[src/rtl/base_ram_loader.sv]
`default_nettype none
// ============================================================================
// Module      : base_ram_loader
// Description : Streams bases into a narrow RAM write port. Batches that do
//               not end on a wide-word boundary are padded with zeros; batches
//               longer than the RAM are clipped and the tail is drained.
//               The block holds DONE until the consumer releases the RAM.
// Revision    : 1.0 - initial release
// ============================================================================
module base_ram_loader #(
   parameter int WIDTH     = 8,
   parameter int SIZE      = 256,
   parameter int ADDRWIDTH = 8,
   parameter int RATIO     = 4
) (
   input  logic                 clk,
   input  logic                 reset,
   input  logic                 in_valid,
   output logic                 in_ready,
   input  logic [WIDTH-1:0]     in_data,
   input  logic                 in_last,
   output logic                 we,
   output logic [ADDRWIDTH-1:0] addr,
   output logic [WIDTH-1:0]     di,
   output logic                 done,
   output logic [ADDRWIDTH:0]   len,
   output logic                 overflow,
   // "release" is a reserved word in SystemVerilog, hence release_req
   input  logic                 release_req
);

   typedef enum logic [1:0] {
      S_LOAD  = 2'd0,
      S_DRAIN = 2'd1,
      S_PAD   = 2'd2,
      S_DONE  = 2'd3
   } state_t;

   localparam logic [ADDRWIDTH:0] c_LAST_IDX = (ADDRWIDTH+1)'(SIZE - 1);
   localparam logic [ADDRWIDTH:0] c_SIZE     = (ADDRWIDTH+1)'(SIZE);
   localparam logic [ADDRWIDTH:0] c_MASK     = (ADDRWIDTH+1)'(RATIO - 1);

   state_t               r_state;
   state_t               w_nextState;
   logic [ADDRWIDTH:0]   r_cnt;
   logic [ADDRWIDTH:0]   w_cntInc;
   logic                 w_hs;
   logic                 w_atBoundary;
   logic                 w_wrEn;
   logic [WIDTH-1:0]     w_wrData;
   logic                 w_cntStep;
   logic                 w_setLen;
   logic [ADDRWIDTH:0]   w_lenVal;
   logic                 w_setOvf;
   logic                 w_clrBatch;

   assign in_ready     = ((r_state == S_LOAD) || (r_state == S_DRAIN)) && !reset;
   assign w_hs         = in_valid && in_ready;
   assign w_cntInc     = r_cnt + 1'b1;
   // The count after this write lands on a wide-word boundary
   assign w_atBoundary = ((w_cntInc & c_MASK) == '0);

   // State register
   always_ff @(posedge clk) begin
      if (reset) begin
         r_state <= S_LOAD;
      end else begin
         r_state <= w_nextState;
      end
   end

   // Next-state and per-cycle datapath controls
   always_comb begin
      w_nextState = r_state;
      w_wrEn      = 1'b0;
      w_wrData    = '0;
      w_cntStep   = 1'b0;
      w_setLen    = 1'b0;
      w_lenVal    = '0;
      w_setOvf    = 1'b0;
      w_clrBatch  = 1'b0;
      case (r_state)
         S_LOAD: begin
            if (w_hs) begin
               w_wrEn    = 1'b1;
               w_wrData  = in_data;
               w_cntStep = 1'b1;
               if (in_last) begin
                  w_setLen    = 1'b1;
                  w_lenVal    = w_cntInc;
                  w_nextState = w_atBoundary ? S_DONE : S_PAD;
               end else if (r_cnt == c_LAST_IDX) begin
                  // RAM is now full; the rest of the batch is discarded
                  w_setLen    = 1'b1;
                  w_lenVal    = c_SIZE;
                  w_setOvf    = 1'b1;
                  w_nextState = S_DRAIN;
               end
            end
         end
         S_DRAIN: begin
            if (w_hs && in_last) begin
               w_nextState = S_DONE;
            end
         end
         S_PAD: begin
            // PAD is only entered off-boundary, and SIZE is a multiple of
            // RATIO, so the boundary is always reached before the RAM end
            w_wrEn    = 1'b1;
            w_cntStep = 1'b1;
            if (w_atBoundary) begin
               w_nextState = S_DONE;
            end
         end
         S_DONE: begin
            if (release_req) begin
               w_clrBatch  = 1'b1;
               w_nextState = S_LOAD;
            end
         end
         default: begin
            w_nextState = S_LOAD;
         end
      endcase
   end

   // Registered RAM port, counter and batch status
   always_ff @(posedge clk) begin
      if (reset) begin
         we       <= 1'b0;
         addr     <= '0;
         di       <= '0;
         r_cnt    <= '0;
         len      <= '0;
         overflow <= 1'b0;
         done     <= 1'b0;
      end else begin
         we <= w_wrEn;
         if (w_wrEn) begin
            addr <= r_cnt[ADDRWIDTH-1:0];
            di   <= w_wrData;
         end
         if (w_clrBatch) begin
            r_cnt <= '0;
         end else if (w_cntStep) begin
            r_cnt <= w_cntInc;
         end
         if (w_setLen) begin
            len <= w_lenVal;
         end
         if (w_clrBatch) begin
            overflow <= 1'b0;
         end else if (w_setOvf) begin
            overflow <= 1'b1;
         end
         // done trails entry into DONE by one cycle so it rises after the
         // final write has been presented to the RAM
         done <= (r_state == S_DONE) && (w_nextState == S_DONE);
      end
   end

endmodule
`default_nettype wire
[config.mk]
export PLATFORM = sky130hd
export DESIGN_NAME = base_ram_loader
export DESIGN_NICKNAME = d
export VERILOG_FILES = /design/src/rtl/base_ram_loader.sv
export SDC_FILE = /design/constraint.sdc
export NUM_CORES = 1
export LEC_CHECK = 0
export ABC_AREA = 1
export BUFFER_PORTS_ARGS = -buffer_cell sky130_fd_sc_hd__buf_4
export CORE_MARGIN = 2
export CORE_UTILIZATION = 51
export DETAILED_ROUTE_END_ITERATION = 10
export PLACE_DENSITY = 0.78
export SLEW_MARGIN = 20
export SYNTH_ARGS = -nofsm -noshare
export SYNTH_HDL_FRONTEND = slang
export SYNTH_SLANG_ARGS = --single-unit
[constraint.sdc]
create_clock -name clk -period 1.7 [get_ports clk]
set_input_delay 0.34 -clock clk [delete_from_list [all_inputs] [get_ports clk]]
set_output_delay 0.34 -clock clk [all_outputs]
set_load 0.005 [all_outputs]
==> results.toml, run 1 <==
[outcome]
outcome = "completed"

[detailed_routing]
num_vias = 1509
drt_first_pass_iters = 4
via_per_inst = 5.12
dr.first_iter.drc_count = 75
drt-total-wl_um = 3560
wire_per_inst_um = 12.1
remaining_drc_errors = 0
detail-route-antenna-nets = 0

[synth]
synth-async-reset-ratio_pct = 0
ys_seq_area_share_pct = 48.7
syn-num-nets = 220
synth_ff_type = "dfxtp_1"
synth.cell_area_mm2 = 0.00160
netlist_instances = 204
synth_edf_count = 0
ys.warnings.count = 0
yosysUniqueCellTypes = 25
syn_area_per_cell_um2 = 7.86
ys_ff_latch = 39

[place]
dp_hpwl_um = 2490
dpl_cell_area_mm2 = 0.00194
place_congestion = 0.883
dp_cells = 287
port_buffers = 41

[worst_setup_path]
cp_cell_sequence = "nand2_1, nor2_1, nand3_2, nor2_1, ha_1, inv_1, nand2_1, nand2_4, inv_1, o21ai_0, o21ai_0"
cp_slowest_cell = "dfxtp_2"
crit_buf_inv = 2
crit_family = "simple AND/OR/NAND/NOR gates"
cp_max_fo = 9
critical_path_class = "register to register"
start_kind = "register"
worstPathArrival_ns = 1.83
cp_slowest_stage_delay_ns = 0.40
end_kind = "register"
required_ns = 1.99

[global_route]
grt_use_met2_pct = 32.8
grt_pass1_vias = 1247
grt_first_pass_wirelength_um = 5640
use_met3_pct = 7.79
track_usage_pct = 21.3
use_met1_pct = 28.4
antenna_found_initial = 0
overflow = 0
top_usage_layer = "met2"
grt_max_degree = 25

[finish]
fin_nets = 266
stdcell_area_mm2 = 0.00203
layout_common_cells = "nand2_1, buf_4, dfxtp_1"
diodes = 0
drive_above_1_share_pct = 27.1
finalNonFillerCells = 295
nFillCells = 291
layout_commonest_cell = "nand2_1"
multi_input_area_um2 = 697
synthToLayoutAreaGrowth_pct = 26.5
seq_area_um2 = 785

[die]
design.die.area_mm2 = 0.00361
die_y_um = 60.1
rows = 20
core-area_mm2 = 0.00303
die_w_um = 60.1
pin_count = 42
start_util_pct = 53.0

[sta]
fin_crit_ns = 1.54
period_share_pct = 90.7
max_freq_mhz = 649
fin_skew_ns = 0.0149
drv_slew = 0
slew-limit-headroom_pct = 80.0
tightest_slew_ns = 0.299
finalSetupViolCount = 0
hold_viol_final = 0

[clock_network]
htree_levels = 2
clkTransAtPathRegs_ns = 0.12
hold_buffers = 0
numCtsBuffers = 5
cts_root_buf = "clkbuf_4"
cts.repair.resized = 0
numClockSinks = 39
post-cts-setup-buffers = 0
clk_latency_ns = 0.35
clock_tree.buffer_depth = 2
cts_tree = "yes"

[power_and_ir_drop]
p_per_area_mw_per_mm2 = 940
ir_drop_mv = 0.602
p_leak_nw = 0.887

[flow_run]
max-cap-violations = 0

[min_path]
hold_path_class = "primary input to register"
[power by group]
group / switching [mW] / internal [mW] / leakage, nW / total (mW)
clock network: 0.312 / 0.309 / 0.0452 / 0.621
registers: 0.0427 / 0.972 / 0.319 / 1.01
logic: 0.155 / 0.118 / 0.523 / 0.272
[logic make-up after synthesis]
family | after synthesis | synth area share [%]
AO/OA/AOI/OAI | 48 | 15.3
XOR/XNOR | 1 | 0.546
adder cells (fa/ha/maj) | 3 | 2.34
buffers and inverters | 23 | 8.19
flip-flops | 39 | 48.7
AND/OR/NAND/NOR | 90 | 25.0
[synthesized netlist by cell type, types with 2 or more instances]
library cell  instances  area, um^2
nand2_1              51         191
dfxtp_1              39         781
a21oi_1              30         150
nor2_1               19        71.3
inv_1                13        48.8
nand3_1              12        60.1
o21ai_0              12        60.1
o21ai_1               4        20.0
ha_1                  3        37.5
buf_8                 2        30.0
inv_2                 2        7.51
nand2_4               2        22.5
nand3_2               2        20.0
nor2_4                2        22.5
[flip-flops by register name, indices dropped and copies added, names as in the netlist]
register  flops
len           9
r_cnt         9
addr          8
di            8
r_state       2
done          1
overflow      1
we            1
[area by class of cell]
cell class | instances | share of cell area, %
Sequential cell | 39 | 38.7
Clock inverter | 3 | 2.16
Timing Repair Buffer | 45 | 16.6
Inverter | 17 | 3.64
Multi-Input combinational cell | 142 | 34.3
Tap cell | 44 | 2.71
Clock buffer | 5 | 1.85
[final timing paths]
kind / slack [ns] / startpoint / cells after the start / endpoint
setup / recovery: 0.16 / r_cnt[2]$_SDFFE_PP0P_ / 11 / r_state[0]$_SDFF_PP0_
hold / removal: 0.15 / release_req / 2 / done$_SDFF_PP0_
setup reg to reg: 0.16 / r_cnt[2]$_SDFFE_PP0P_ / 11 / r_state[0]$_SDFF_PP0_
hold reg to reg: 0.47 / di[0]$_SDFFE_PP0P_ / 2 / di[0]$_SDFFE_PP0P_
[per-layer routing]
metal | wire length (um) | part of all wire, %
met2 | 1640 | 46
met5 | 0 | 0
met3 | 227 | 6.4
met1 | 1670 | 47
met4 | 23 | 0.65
[stage by stage]
stage          hold slack, ns  setup TNS [ns]  worst slack [ns]  utilization, %  power, mW
5_1_grt                 0.119         -0.0199           -0.0199            67.0       2.01
4_1_cts                 0.141               0            0.0375            66.7       1.92
6_report                0.145               0             0.159            67.0       1.91
3_3_place_gp            0.451               0             0.154            64.0       1.30
3_5_place_dp            0.453               0            0.0668            64.0       1.30
2_1_floorplan           0.417               0             0.235               -       1.20
Note: power is estimated with default switching activity, not from simulation.
==> run 2: changes to the inputs <==
--- a/config.mk
+++ b/config.mk
@@ -5,8 +5,9 @@
 export SDC_FILE = /design/constraint.sdc
 export NUM_CORES = 1
 export LEC_CHECK = 0
-export ABC_AREA = 1
+export ABC_AREA = 0
 export BUFFER_PORTS_ARGS = -buffer_cell sky130_fd_sc_hd__buf_4
+export CAP_MARGIN = 10
 export CORE_MARGIN = 2
 export CORE_UTILIZATION = 51
 export DETAILED_ROUTE_END_ITERATION = 10
==> run 2 against run 1 <==
  * The run now ends with setup timing left
  * Fmax shrank 17%
  * Total power grew 2.5%
  * Via count shrank 1.3%
  * Routed wire length grew 5.9%
  * Global-route usage grew 2.5 points
  * Sequential cell count is the same
  * Sequential power shrank 5%
  * Synthesized cell count shrank 11%
  * Hold slack gained 0.021 ns
  * Critical path depth shrank 3
  * Clock skew shrank 0.0097 ns
  * Highest routed layer unchanged
==> results.toml, run 2 <==
[synth]
synth_edf_count = 0
synth_top_family_by_area = "compound AO/OA/AOI/OAI gates"
ys_ff_latch = 39
yosys.area_share.simple_pct = 18.7
synthTopCellsByCount = "dfxtp_1, nand2_1, nor2_1"
synth_most_common_cell = "dfxtp_1"
syn-num-nets = 198
synth_top_area_share_pct = 49.8
synth_xor_xnor_area_share_pct = 3.91
synth-async-reset-ratio_pct = 0
yosysTopAreaCell = "dfxtp_1"
muxShareOfSynthArea_pct = 0
synth.cell_area_mm2 = 0.00157
yosysUniqueCellTypes = 32
synth_ff_type = "dfxtp_1"
yosys-top-cells-area = "dfxtp_1, nand2_1, a21oi_1"
syn_area_per_cell_um2 = 8.62
netlist_instances = 182
synth_compound_area_share_pct = 20.7
synth_adder_area_share_pct = 2.39
ys_seq_area_share_pct = 49.8
ys.warnings.count = 0

[global_route]
grt_first_pass_wirelength_um = 6170
track_usage_pct = 23.7
antenna_found_initial = 0
grt_pass1_vias = 1409
overflow = 0
grt_max_degree = 24

[clock_network]
clk_latency_ns = 0.36
numCtsBuffers = 5
clkTransAtPathRegs_ns = 0.11
hold_buffers = 0
cts_tree = "yes"
htree_levels = 2
clock_tree.buffer_depth = 2
numClockSinks = 39
cts_root_buf = "clkbuf_4"

[worst_setup_path]
required_ns = 1.96
rrSetupSlack_ns = -0.16
r2r-start = "r_cnt[1]$_SDFFE_PP0P_"
start_kind = "register"
cp_max_fo = 2
end_kind = "register"
timing.rr.end = "done$_SDFF_PP0_"
r2r_cells = 8
critical_path_class = "register to register"
worstPathArrival_ns = 2.12

[sta]
fin_crit_ns = 1.86
layout_setup_ws_ns = -0.163
holdWs_ns = 0.166
slew-limit-headroom_pct = 67.5
fin_skew_ns = 0.00514
drv_slew = 0
hold_viol_final = 0
max_freq_mhz = 537
period_share_pct = 110
rsz0062_at_grt = "true"
tightest_slew_ns = 0.487
finalSetupViolCount = 6

[detailed_routing]
wire_per_inst_um = 13.7
drt_first_pass_iters = 4
detail-route-antenna-nets = 0
via_per_inst = 5.41
dr.first_iter.drc_count = 77
num_vias = 1489
drt-total-wl_um = 3780
remaining_drc_errors = 0

[die]
rows = 20
pin_count = 42
core-area_mm2 = 0.00298
die_w_um = 59.5
start_util_pct = 52.7
die_y_um = 59.5
design.die.area_mm2 = 0.00354

[finish]
stdcell_area_mm2 = 0.00219
drive_above_1_share_pct = 34.3
fin_nets = 257
diodes = 0
layout_common_cells = "buf_4, dfxtp_1, nand2_1"
final_util_pct = 73.6
reg.largest.list = "len (9), r_cnt (9)"
synthToLayoutAreaGrowth_pct = 39.7
layout_commonest_cell = "buf_4"

[min_path]
hold_depth = 2
hold_end = "done$_SDFF_PP0_"
min-delay-start = "release_req"
hold_path_class = "primary input to register"

[power_and_ir_drop]
p_int_mw = 1.50
p_clk_share_pct = 39.5
power_frac_seq_pct = 49.1
p_per_area_mw_per_mm2 = 892
combPwrFrac_pct = 11.4
p_leak_nw = 0.892
p_sw_uw = 452
swShare_pct = 23.1
ir_drop_mv = 0.517
power_mw = 1.96

[place]
port_buffers = 41
dpl_cell_area_mm2 = 0.00204
dp_hpwl_um = 2700
place_congestion = 0.862

[flow_run]
max-cap-violations = 0

[outcome]
outcome = "finished, violations left"
violations = "setup timing"
run 2: cell types whose count changed after synthesis, moves of 7 or more:
| cell | change |
|---|---|
| inv_1 | -8 |
| clkbuf_1 | +7 |
| a21oi_1 | -13 |
| nand2_1 | -24 |
| o21ai_1 | +7 |
| a22oi_1 | +10 |
| nand3_1 | -7 |
| o21ai_0 | -12 |
run 2: kinds of logic (layout without fill, tap and decap cells):
group	Yosys count	after routing
AOI/OAI and AO/OA	51	51
xor gates and xnor gates	7	7
adders and majority gates	3	3
buffers and inverters	18	78
DFF	39	39
and+or+nand+nor	64	64
run 2: worst max-delay path: stages (launching register included):
cell and delay (ns):
dfxtp_2 0.37, ha_4 0.14, inv_2 0.04, or2_1 0.21, nor2_1 0.10, ha_2 0.22
o21ai_4 0.07, a311o_1 0.32, a2111oi_2 0.30
run 2: worst max-delay path by stage:
stage / startpoint / to / slack [ns] / cells past startpoint
floorplan: r_cnt[2]$_SDFFE_PP0P_ / done$_SDFF_PP0_ / -0.18 / 8
global placement: r_cnt[1]$_SDFFE_PP0P_ / done$_SDFF_PP0_ / -0.08 / 8
detailed placement: r_cnt[5]$_SDFFE_PP0P_ / done$_SDFF_PP0_ / -0.13 / 7
CTS: r_cnt[1]$_SDFFE_PP0P_ / done$_SDFF_PP0_ / -0.14 / 8
global route: r_cnt[5]$_SDFFE_PP0P_ / len[5]$_SDFFE_PP0P_ / -0.23 / 9
finish: r_cnt[1]$_SDFFE_PP0P_ / done$_SDFF_PP0_ / -0.16 / 8
run 2: area by class of cell:
class	instances	area, um^2
clock inverter	2	60.1
fill	234	786
tap	33	41.3
sequential	39	788
inverter	7	26.3
clock buffer	6	41.3
timing repair buffer	63	480
multi-input combinational	125	754
run 2: per-stage QoR:
stage	setup WS (ns)	std cells	setup TNS (ns)
after floorplan	-0.179	182	-0.532
after global placement	-0.0759	264	-0.153
after detailed placement	-0.129	264	-0.414
after CTS	-0.144	273	-0.631
after global routing	-0.228	275	-1.29
final	-0.163	275	-0.544
run 2: metal layers:
layer | global-route usage (%) | up-vias | part of all wire (%)
met3 | 6.55 | 10 | 5.6
met4 | 12.7 | 0 | 2.4
met5 | 0 | - | 0
li1 | - | 743 | -
met1 | 28.2 | 689 | 44
met2 | 38.6 | 47 | 48
run 2: timing repair:
item                       in CTS  in global routing
setup endpoints to repair       7                 13
gates resized for setup         1                  6
pin swaps                       2                  5
buffers inserted                1                  3
gates cloned                    0                  0
run 2: power by group through the flow:
stage	clock network [mW]	registers [mW]	logic (mW)
global route	0.826	0.965	0.245
floorplan	0	0.984	0.113
global placement	0	0.979	0.211
detailed placement	0	0.981	0.217
finish	0.772	0.961	0.223
CTS	0.785	0.961	0.218
==> run 3: changes to the inputs <==
--- a/config.mk
+++ b/config.mk
@@ -9,9 +9,10 @@
 export BUFFER_PORTS_ARGS = -buffer_cell sky130_fd_sc_hd__buf_4
 export CAP_MARGIN = 10
 export CORE_MARGIN = 2
-export CORE_UTILIZATION = 51
+export CORE_UTILIZATION = 53
+export CTS_BUF_LIST = sky130_fd_sc_hd__clkbuf_2 sky130_fd_sc_hd__clkbuf_4 sky130_fd_sc_hd__clkbuf_8
 export DETAILED_ROUTE_END_ITERATION = 10
-export PLACE_DENSITY = 0.78
+export PLACE_DENSITY = 0.8
 export SLEW_MARGIN = 20
 export SYNTH_ARGS = -nofsm -noshare
 export SYNTH_HDL_FRONTEND = slang
==> run 3 against run 2 <==
  * Global-route usage is 0.58 points lower
  * Count of clock-buffer cells in the layout stayed put
  * Core utilization is 3.2 points higher
  * Via count is 0.27% lower
  * Critical path depth stayed put
  * Final cell count is 0.36% lower
  * Largest power group unchanged
  * The flow still finishes with violations (setup timing)
  * Highest routed layer unchanged
  * Critical path type unchanged
  * Combinational power hardly changed
  * Setup slack better by 0.035 ns
==> results.toml, run 3 (synthesis results as in run 2) <==
[sta]
period_share_pct = 108
fin_crit_ns = 1.83
rsz0062_at_grt = "true"
slew-limit-headroom_pct = 70.1
fin_skew_ns = 0.00599
finalSetupViolCount = 6
layout_setup_ws_ns = -0.128
tightest_slew_ns = 0.448
hold_viol_final = 0
max_freq_mhz = 547
drv_slew = 0

[detailed_routing]
detail-route-antenna-nets = 0
drt_first_pass_iters = 4
dr.first_iter.drc_count = 62
wire_per_inst_um = 13.3
drt-total-wl_um = 3640
via_per_inst = 5.42
remaining_drc_errors = 0
num_vias = 1485

[die]
core-area_mm2 = 0.00278
design.die.area_mm2 = 0.00341
rows = 19
start_util_pct = 56.4
pin_count = 42
die_w_um = 58.4
die_y_um = 58.4

[place]
dpl_cell_area_mm2 = 0.00205
dp_hpwl_um = 2720
dp_cells = 263
port_buffers = 41
pre_cts_ws_ns = -0.131
place_congestion = 0.821

[clock_network]
cts_tree = "yes"
cts_root_buf = "clkbuf_4"
clock_tree.buffer_depth = 2
htree_levels = 2
numClockSinks = 39
clkTransAtPathRegs_ns = 0.11
numCtsBuffers = 5
clk_latency_ns = 0.33

[finish]
diodes = 0
finalNonFillerCells = 274
fin_nets = 258
stdcell_area_mm2 = 0.00214
nFillCells = 233
synthToLayoutAreaGrowth_pct = 36.1
layout_common_cells = "buf_4, dfxtp_1, nand2_1"
layout_commonest_cell = "buf_4"
reg.largest.list = "len (9), r_cnt (9)"
drive_above_1_share_pct = 34.2

[global_route]
track_usage_pct = 23.1
grt_first_pass_wirelength_um = 6190
overflow = 0
grt_max_degree = 27
antenna_found_initial = 0
grt_pass1_vias = 1458

[flow_run]
max-cap-violations = 0

[min_path]
hold_path_class = "primary input to register"

[worst_setup_path]
cp_max_fo = 2
end_kind = "register"
start_kind = "register"
required_ns = 1.94
critical_path_class = "register to register"
worstPathArrival_ns = 2.07

[power_and_ir_drop]
p_leak_nw = 0.872
p_per_area_mw_per_mm2 = 774
ir_drop_mv = 0.922

[outcome]
violations = "setup timing"
outcome = "finished, violations left"
==> run 3: timing repair <==
item | 4_1_cts | 5_1_grt
pin swaps | 3 | 0
setup buffers | 2 | 1
hold endpoints to repair | 0 | 0
hold buffers | 0 | 0
resized for setup | 0 | 3
setup endpoints to repair | 6 | 10
==> run 3: area by class of cell <==
cell class | count | area [um^2] | area share (%)
Timing Repair Buffer | 64 | 480 | 22.5
Tap cell | 31 | 38.8 | 1.82
Inverter | 7 | 26.3 | 1.23
Sequential cell | 39 | 788 | 36.9
Clock inverter | 2 | 12.5 | 0.586
Multi-Input combinational cell | 125 | 744 | 34.9
Clock buffer | 6 | 45.0 | 2.11
==> run 3: worst max-delay path, cell delays in order (launching register included) <==
cell       delay [ns]
dfxtp_2          0.37
ha_4             0.14
inv_2            0.03
or2_1            0.21
nor2_1           0.10
ha_2             0.21
o21ai_4          0.06
a311o_1          0.32
a2111oi_2        0.30
==> run 3: per-layer routing <==
layer	part of all wire (%)	global-route usage [%]	vias to the layer above	wire, um
met3	5.7	6.37	4	206
li1	-	-	746	-
met1	45	29.0	689	1640
met2	49	39.5	46	1770
met5	0	0	-	0
met4	0.69	5.65	0	25
==> run 3: path summary, 6_finish.rpt <==
kind	start	endpoint	slack, ns	cells past startpoint
setup reg to reg	r_cnt[1]$_SDFFE_PP0P_	done$_SDFF_PP0_	-0.13	8
hold reg to reg	addr[3]$_SDFFE_PP0P_	addr[3]$_SDFFE_PP0P_	0.47	2
hold / removal	release_req	done$_SDFF_PP0_	0.18	2
setup / recovery	r_cnt[1]$_SDFFE_PP0P_	done$_SDFF_PP0_	-0.13	8
==> run 3: per-stage QoR <==
stage / utilization, % / total power [mW] / TNS (ns) / hold WS, ns
after floorplan: - / 1.10 / -0.532 / 0.420
after global placement: 73.6 / 1.19 / -0.132 / 0.444
after detailed placement: 73.6 / 1.20 / -0.343 / 0.452
after CTS: 76.2 / 1.66 / -0.597 / 0.178
after global routing: 76.8 / 1.72 / -1.26 / 0.162
final: 76.8 / 1.65 / -0.502 / 0.181
==> run 3: power by group <==
part	internal, mW	switching, mW
clock	0.176	0.293
combinational	0.107	0.117
sequential	0.941	0.0191
total	1.22	0.429
